<file path="src/rtl/div_unit.sv">
// Iterative restoring divider for DIV/DIVU; produces {remainder, quotient} for HI/LO.
// Optional DIV_EARLY_EXIT_EN: skips iterations when |dividend| < |divisor|.
module div_unit #(
  parameter int unsigned WIDTH = 32,
  parameter int unsigned CNT_W = 6
) (
  input  logic               clk,
  input  logic               rst,
  input  logic               signed_div_i,
  input  logic [WIDTH-1:0]   opdata1_i,
  input  logic [WIDTH-1:0]   opdata2_i,
  input  logic               start_i,
  input  logic               annul_i,
  output logic [2*WIDTH-1:0] result_o,
  output logic               ready_o,
  output logic               busy_o
);

  typedef enum logic [2:0] {
    S_IDLE,
    S_DIVZERO,
    S_ON,
`ifdef DIV_EARLY_EXIT_EN
    S_EARLY,
`endif
    S_END
  } state_t;

  state_t             state_q, state_n;
  logic [CNT_W-1:0]   cnt_q, cnt_n;
  logic [WIDTH-1:0]   rem_q, rem_n;
  logic [WIDTH-1:0]   quo_q, quo_n;
  logic [WIDTH-1:0]   dsr_q, dsr_n;
  logic               neg_q, neg_n;
  logic               dsign_q, dsign_n;
  logic [2*WIDTH-1:0] result_q, result_n;
  logic               ready_q, ready_n;

  logic               a_neg, b_neg;
  logic [WIDTH-1:0]   a_mag, b_mag;
  logic [WIDTH:0]     trial;
  logic [WIDTH-1:0]   rem_step, quo_step, q_fix, r_fix;

  // Operand magnitudes and one shift/trial-subtract step
  always_comb begin
    a_neg = signed_div_i & opdata1_i[WIDTH-1];
    b_neg = signed_div_i & opdata2_i[WIDTH-1];
    a_mag = a_neg ? (~opdata1_i + WIDTH'(1)) : opdata1_i;
    b_mag = b_neg ? (~opdata2_i + WIDTH'(1)) : opdata2_i;
    trial = {rem_q, quo_q[WIDTH-1]} - {1'b0, dsr_q};
    if (!trial[WIDTH]) begin
      rem_step = trial[WIDTH-1:0];
      quo_step = {quo_q[WIDTH-2:0], 1'b1};
    end else begin
      rem_step = {rem_q[WIDTH-2:0], quo_q[WIDTH-1]};
      quo_step = {quo_q[WIDTH-2:0], 1'b0};
    end
    q_fix = neg_q   ? (~quo_step + WIDTH'(1)) : quo_step;
    r_fix = dsign_q ? (~rem_step + WIDTH'(1)) : rem_step;
  end

  // Next-state and register-next logic
  always_comb begin
    state_n  = state_q;
    cnt_n    = cnt_q;
    rem_n    = rem_q;
    quo_n    = quo_q;
    dsr_n    = dsr_q;
    neg_n    = neg_q;
    dsign_n  = dsign_q;
    result_n = result_q;
    ready_n  = ready_q;
    case (state_q)
      S_IDLE: begin
        ready_n  = 1'b0;
        result_n = '0;
        if (start_i && !annul_i) begin
          dsr_n   = b_mag;
          quo_n   = a_mag;
          rem_n   = '0;
          cnt_n   = '0;
          neg_n   = a_neg ^ b_neg;
          dsign_n = a_neg;
          if (opdata2_i == '0)
            state_n = S_DIVZERO;
`ifdef DIV_EARLY_EXIT_EN
          else if (a_mag < b_mag)
            state_n = S_EARLY;
`endif
          else
            state_n = S_ON;
        end
      end
      S_DIVZERO: begin
        if (annul_i) begin
          state_n = S_IDLE;
        end else begin
          state_n  = S_END;
          result_n = '0;
          ready_n  = 1'b1;
        end
      end
      S_ON: begin
        if (annul_i) begin
          state_n  = S_IDLE;
          ready_n  = 1'b0;
          result_n = '0;
        end else begin
          rem_n = rem_step;
          quo_n = quo_step;
          cnt_n = cnt_q + CNT_W'(1);
          if (cnt_q == CNT_W'(WIDTH - 1)) begin
            state_n  = S_END;
            result_n = {r_fix, q_fix};
            ready_n  = 1'b1;
          end
        end
      end
`ifdef DIV_EARLY_EXIT_EN
      // Quotient is zero; remainder is the dividend with its sign restored
      S_EARLY: begin
        if (annul_i) begin
          state_n = S_IDLE;
        end else begin
          state_n  = S_END;
          result_n = {(dsign_q ? (~quo_q + WIDTH'(1)) : quo_q), {WIDTH{1'b0}}};
          ready_n  = 1'b1;
        end
      end
`endif
      S_END: begin
        if (annul_i || !start_i) begin
          state_n  = S_IDLE;
          ready_n  = 1'b0;
          result_n = '0;
        end
      end
      default: begin
        state_n  = S_IDLE;
        ready_n  = 1'b0;
        result_n = '0;
      end
    endcase
  end

  always_ff @(posedge clk) begin
    if (rst) begin
      state_q  <= S_IDLE;
      cnt_q    <= '0;
      rem_q    <= '0;
      quo_q    <= '0;
      dsr_q    <= '0;
      neg_q    <= 1'b0;
      dsign_q  <= 1'b0;
      result_q <= '0;
      ready_q  <= 1'b0;
    end else begin
      state_q  <= state_n;
      cnt_q    <= cnt_n;
      rem_q    <= rem_n;
      quo_q    <= quo_n;
      dsr_q    <= dsr_n;
      neg_q    <= neg_n;
      dsign_q  <= dsign_n;
      result_q <= result_n;
      ready_q  <= ready_n;
    end
  end

  assign result_o = result_q;
  assign ready_o  = ready_q;
  assign busy_o   = start_i & ~ready_q;

endmodule
</file>
<file path="config.mk">
export PLATFORM = sky130hd
export DESIGN_NAME = div_unit
export DESIGN_NICKNAME = d
export VERILOG_FILES = /design/src/rtl/div_unit.sv
export SDC_FILE = /design/constraint.sdc
export NUM_CORES = 1
export LEC_CHECK = 0
export CAP_MARGIN = 10
export CELL_PAD_IN_SITES_DETAIL_PLACEMENT = 1
export CELL_PAD_IN_SITES_GLOBAL_PLACEMENT = 1
export CORE_MARGIN = 3
export CORE_UTILIZATION = 38
export CTS_CLUSTER_SIZE = 12
export DETAILED_ROUTE_END_ITERATION = 10
export GPL_ROUTABILITY_DRIVEN = 1
export PLACE_DENSITY = 0.9
export SLEW_MARGIN = 20
export SYNTH_ARGS = -nofsm -noshare
export SYNTH_HDL_FRONTEND = slang
export SYNTH_SLANG_ARGS = --single-unit
</file>
<file path="constraint.sdc">
create_clock -name clk -period 4.1 [get_ports clk]
set_input_delay 0.82 -clock clk [delete_from_list [all_inputs] [get_ports clk]]
set_output_delay 0.82 -clock clk [all_outputs]
set_load 0.05 [all_outputs]
</file>
==> results.toml, run 1 <==
[synthesis]
synth_adder_area_share_pct = 4.604
synthMuxAreaShare_pct = 1.299
yosysUniqueCellTypes = 93
ys_seq_area_share_pct = 28.89
yosys-top-cells-area = "dfxtp_1 (29%), nand2_1 (6.8%), nor2_1 (6.2%)"
avgSynthCellArea_um2 = 7.425
syn_nets = 1708
yosysTopAreaCell = "dfxtp_1"
synth-edff-count = 0
synth_compound_area_share_pct = 26.35
syn_inst = 1596
async_flop_share_pct = 0
synthTopCellsByCount = "nand2_1 (214), nor2_1 (195), dfxtp_1 (171)"
synth_top_family_by_area = "compound AO/OA/AOI/OAI gates"
synth_top_cell_area_share_pct = 28.89
synth_area_mm2 = 0.01185
synth.most_common_cell = "nand2_1"
yosys.area_share.xor_xnor_pct = 10.20
ys_ff_latch = 171
ys_warn_count = 0
yosys.area_share.simple_pct = 23.18
synth_flop_cell = "dfxtp_1"

[clock_network]
clk_transition_reported_paths_ps = 80
cts_buffer_depth = 2
insertion_delay_ps = 470
cts_tree = "yes"
cts.sinks = 171
cts-buffers-inserted = 17
postCtsHoldBufs = 0
cts.htree.levels = 4
clockRootBuffer = "clkbuf_16"

[global_routing]
grt_antenna_before_repair = 0
grt_pass1_vias = 13346
grt_pass1_wl_um = 72820
overflow = 0
grt_max_degree = 77
grt_use_total_pct = 27.00

[place]
gp_congestion = 0.9630
port_buffers = 134
place_ws_ps = -71.20
hpwl_um = 34700

[sta]
rsz0062_at_grt = "true"
timing.final.ws_setup_ps = 8.770
tightest_slew_ps = 1035
clock-skew-final_ps = 19.45
period_share_pct = 99.79
min_period_ps = 4091
whs_ps = 452.4
hold_viol = 0
slew_headroom_pct = 30.98
drv_slew = 0
setup_viol = 0
fmax_mhz = 244.4
fin_setup_tns_ps = 0

[route]
first_iter_violations = 1062
routed_via_density = 6.037
routed_wl_um = 46760
wl_per_cell_um = 21.61
dr.pass1.iters = 5
drc = 0
via_count = 13064
ant_nets = 0

[worst_setup_path]
r2r_start = "dsr_q[5]"
reg2reg_to = "result_o[48]"
crit_type = "register to register"
crit_fanout = 4
critPathRequiredTime_ps = 4460
cp_top_family = "compound AO/OA/AOI/OAI gates"
path_cells = "inv_1 -> ha_1 -> a21oi_2 -> o21ai_1 -> o211ai_1 -> a21oi_4 -> o21a_4 -> nor2_8 -> mux2i_4 -> ha_4 -> o211ai_1 -> nor3_2 -> nand3_2 -> buf_4 -> buf_4 -> mux2i_1 -> nor2_2 -> a21oi_2 -> xnor2_1 -> a22o_1"
r2r_cells = 20
cp.arrival_ps = 4450
rrSetupSlack_ps = 9
start_kind = "register"
worst-path-buf-inv = 3
endpoint_kind = "register"
slowest_delay_ps = 350
cpMaxStageDelayCell = "dfxtp_1"

[cells_and_area]
seq_area_mm2 = 0.003428
antenna_cells = 0
nets = 1867
drive_gt1_share_pct = 12.73
nFillCells = 3758
multiInputGateArea_mm2 = 0.008005
area.growth.synth_to_final_pct = 25.60

[floorplan]
start_util_pct = 38.64
fp.dieH_um = 182.6
die_area_mm2 = 0.03334
fp.dieW_um = 182.6
core_area_mm2 = 0.03067
rows = 64
pin_count = 135

[worst_hold_path]
hold_class = "register to register"
hp-start = "result_o[63]"
holdPathStages = 2
whs_endpoint = "result_o[63]"

[outcome]
status = "completed"

[power_and_ir_drop]
leakage_uw = 0.005670
power_density_mw_per_mm2 = 385.4
power_uw = 5737
ir_drop_v = 0.0003172

[job]
drv_cap = 0
-- registers in the layout, summed over array words and instances, names as in the netlist --
signal    flops
result_o     64
dsr_q        32
quo_q        32
rem_q        32
cnt_q         6
state_q       2
dsign_q       1
neg_q         1
ready_o       1
-- final cells by class --
type,instances,share of cell area (%)
Multi-Input combinational cell,1267,53.78
Sequential cell,171,23.03
Timing Repair Buffer,242,14.55
Tap cell,396,3.329
Clock buffer,18,2.883
Inverter,56,1.429
Clock inverter,14,0.9919
-- layout by cell type, fill, tap and decap left out, types with 17 or more instances in the layout --
| cell type | synthesis | routed |
|---|---|---|
| a211oi_1 | 31 | 31 |
| a21oi_1 | 125 | 115 |
| a22oi_1 | 48 | 48 |
| buf_4 | 3 | 107 |
| clkbuf_16 | 0 | 17 |
| clkdlybuf4s50_1 | 0 | 133 |
| dfxtp_1 | 171 | 167 |
| ha_1 | 42 | 36 |
| inv_1 | 55 | 53 |
| nand2_1 | 214 | 214 |
| nand3_1 | 20 | 18 |
| nor2_1 | 195 | 191 |
| nor3_1 | 36 | 34 |
| o21ai_0 | 117 | 113 |
| o31ai_1 | 20 | 20 |
| or3_1 | 19 | 19 |
| xnor2_1 | 77 | 76 |
| xor2_1 | 61 | 61 |
-- repair_timing --
| action | in CTS | in global routing |
|---|---|---|
| buffers inserted | 6 | 6 |
| endpoints found under the setup margin | 9 | 19 |
| endpoints found under the hold margin | 0 | 0 |
| pin swaps | 9 | 23 |
| gates resized for setup | 9 | 37 |
-- kinds of logic after synthesis --
family	count (synthesis)
AND/OR/NAND/NOR	596
adder cells (fa/ha/maj)	43
buffers and inverters	158
multiplexers	15
flip-flops	171
AO/OA/AOI/OAI	475
XOR/XNOR	138
-- report_power, final --
group	leakage, µW	switching, µW	internal (µW)
Combinational	0.00401	1370	822
Clock	0.000276	848	813
Sequential	0.00139	126	1760
-- how the worst max path moves through the flow --
stage	startpoint	endpoint	slack, ps	cells after the start
floorplan	quo_q[31]	result_o[60]	-50	25
global placement	quo_q[31]	result_o[60]	100	20
detailed placement	quo_q[31]	result_o[60]	-70	20
CTS	rem_q[24]	result_o[60]	10	17
global route	dsr_q[6]	result_o[48]	-220	23
finish	dsr_q[5]	result_o[48]	9	20
-- per-stage QoR --
step,instance area (µm²),std cells,utilization [%]
after floorplan,11880,1596,-
after global placement,14040,2121,45.77
after detailed placement,14040,2121,45.77
after CTS,14690,2159,47.89
after global routing,14880,2164,48.53
final,14880,2164,48.53
-- per-layer routing --
| metal | vias to the layer above | GRT usage (%) | wire length, µm |
|---|---|---|---|
| li1 | 5986 | - | - |
| met1 | 6487 | 35.38 | 20180 |
| met2 | 477 | 45.58 | 22570 |
| met3 | 114 | 3.169 | 2400 |
| met4 | 0 | 10.12 | 1612 |
| met5 | - | 0 | 0 |
-- tightest hold or removal path, cell delays in order (launching register included) --
cell and delay, ps:
dfxtp_1 320, nand2_1 50, o21ai_1 50
Note: power is estimated with default switching activity, not from simulation.
==> run 2: changes to the inputs <==
ABC_CLOCK_PERIOD_IN_PS = 4100   (was default)
==> results of run 2 <==
The final DEF is identical to that of run 1; final timing and power are the same.
==> run 3: changes to the inputs <==
ABC_CLOCK_PERIOD_IN_PS = 4300   (was 4100)
CORE_UTILIZATION = 42   (was 38)
PLACE_DENSITY = 0.93   (was 0.9)
clock period = 4.3 ns   (was 4.1 ns; I/O delays follow)
==> results.toml, run 3 (synthesis results as in run 1) <==
[floorplan]
fp.dieW_um = 174.0
fp.dieH_um = 174.0
rows = 60
start_util_pct = 43.37
die_area_mm2 = 0.03027
pin_count = 135
core_area_mm2 = 0.02733

[clock_network]
clk_transition_reported_paths_ps = 90
cts.htree.levels = 4
cts_buffer_depth = 2
cts_tree = "yes"
postCtsHoldBufs = 0
clockRootBuffer = "clkbuf_16"
cts.sinks = 171
cts-buffers-inserted = 17
insertion_delay_ps = 470

[power_and_ir_drop]
power_density_mw_per_mm2 = 378.1
p_int_uw = 3185
combPwrFrac_pct = 38.4
power.share.clock_pct = 28.8
leakage_uw = 0.005530
ir_drop_v = 0.0001845
p_seq_share_pct = 32.8
p_switching_uw = 2337
switching_share_pct = 42.32

[sta]
clock-skew-final_ps = 17.66
min_period_ps = 4665
tightest_slew_ps = 1111
drv_slew = 0
slew_headroom_pct = 25.39
period_share_pct = 108.5
whs_ps = 462.7
fmax_mhz = 214.4
hold_viol = 0
timing.final.ws_setup_ps = -364.7
setup_viol = 13
rsz0062_at_grt = "true"

[worst_setup_path]
worst-path-buf-inv = 1
rrSetupSlack_ps = -360
critPathRequiredTime_ps = 4620
r2r_cells = 18
crit_cells = 18
crit_fanout = 4
reg2reg_to = "result_o[50]"
cp-endpoint = "result_o[50]"
start_kind = "register"
r2r_start = "rem_q[4]"
cpMaxStageDelayCell = "dfxtp_1"
startpoint = "rem_q[4]"
crit_type = "register to register"
path_cells = "ha_1 -> a21oi_1 -> o21ai_1 -> o211ai_1 -> a21oi_4 -> o21a_4 -> nor2_8 -> mux2i_4 -> ha_4 -> nand2_1 -> nor3_2 -> buf_4 -> nand2_1 -> a21oi_1 -> a311oi_2 -> a211o_1 -> xnor2_1 -> o21ai_0"
slowest_delay_ps = 480
cp_top_family = "compound AO/OA/AOI/OAI gates"
endpoint_kind = "register"
cp.arrival_ps = 4990

[route]
first_iter_violations = 1952
dr_wl_met2_um = 23820
via_count = 13771
drc = 0
routed_wl_um = 53260
routed_via_density = 6.517
wl_met1_um = 21150
ant_nets = 0
routed.top_layer = "met4"
wl_met3_um = 4717
wl_per_cell_um = 25.21
dr.pass1.iters = 6

[cells_and_area]
nets = 1840
final_common_cell = "nand2_1"
layout_common_cells = "nand2_1 (213), nor2_1 (191), dfxtp_1 (167)"
antenna_cells = 0
drive_gt1_share_pct = 11.20
largest_register_ffs = 64
area.growth.synth_to_final_pct = 23.26
finish.utilization_pct = 53.45

[global_routing]
overflow = 0
grt_antenna_before_repair = 0
grt_max_degree = 59
grt_use_total_pct = 30.08
grt_pass1_vias = 13359
grt_pass1_wl_um = 74180

[job]
drv_cap = 0

[outcome]
status = "finished with violations"
violations = "negative setup slack"

[place]
hpwl_um = 34330
place_ws_ps = -155.8
gp_congestion = 0.9532
port_buffers = 134

[worst_hold_path]
hp-start = "result_o[55]"
hold_class = "register to register"
## run 3: changes by cell type in the layout (fill, tap and decap cells not counted), moves of 2 or more
cell and change:
buf_4 -26, a21oi_1 +3, a21oi_2 -3, clkinv_2 +3, clkinv_4 -3, inv_6 +3
o21ai_1 +3, ha_2 +2, o21ai_2 -2
## run 3: what timing repair did
action | 4_1_cts | 5_1_grt
endpoints found under the setup margin | 5 | 19
setup buffers | 1 | 11
pin swaps | 3 | 13
resized for setup | 8 | 39
## run 3: how the worst min path moves through the flow
stage               cells after the start      endpoint  slack, ps
floorplan                               2     dsr_q[17]        430
global placement                        2  result_o[23]        430
detailed placement                      2  result_o[23]        450
CTS                                     2     dsr_q[21]        470
global route                            2  result_o[23]        490
finish                                  2  result_o[55]        460
## run 3: final cells by class
cell class                 count  area, µm²
timing repair buffer         215       1959
inverter                      56      217.7
sequential                   171       3431
multi-input combinational   1267       7968
clock inverter                14      126.4
tap                          372      465.4
fill                        3377      12720
clock buffer                  18      439.2
## run 3: worst min-delay path: cells and delay by family (launching register included)
kind | cells | cell delay, ps
AND/OR/NAND/NOR | 1 | 40
AO/OA/AOI/OAI | 1 | 60
flip-flops | 1 | 330
## run 3: metal layers
layer,vias to the layer above,global-route usage [%]
met1,6578,39.11
met5,-,0
met3,322,5.024
li1,5939,-
met2,932,50.02
met4,0,11.43
## run 3: power by group through the flow
stage | sequential (µW) | clock [µW] | combinational (µW)
after global routing | 1820 | 1660 | 2240
after CTS | 1790 | 1550 | 1900
after global placement | 1820 | 0 | 1790
after detailed placement | 1830 | 0 | 1860
after floorplan | 1800 | 0 | 1250
final | 1810 | 1590 | 2120
## run 3: metrics by stage
step / total power [µW] / cell area (µm²) / std cells / TNS, ps
2_1_floorplan: 3047 / 11870 / 1596 / 0
3_3_place_gp: 3605 / 13790 / 2069 / 0
3_5_place_dp: 3681 / 13790 / 2069 / -189.2
4_1_cts: 5247 / 14400 / 2102 / -22.40
5_1_grt: 5716 / 14610 / 2113 / -3527
6_report: 5522 / 14610 / 2113 / -2037
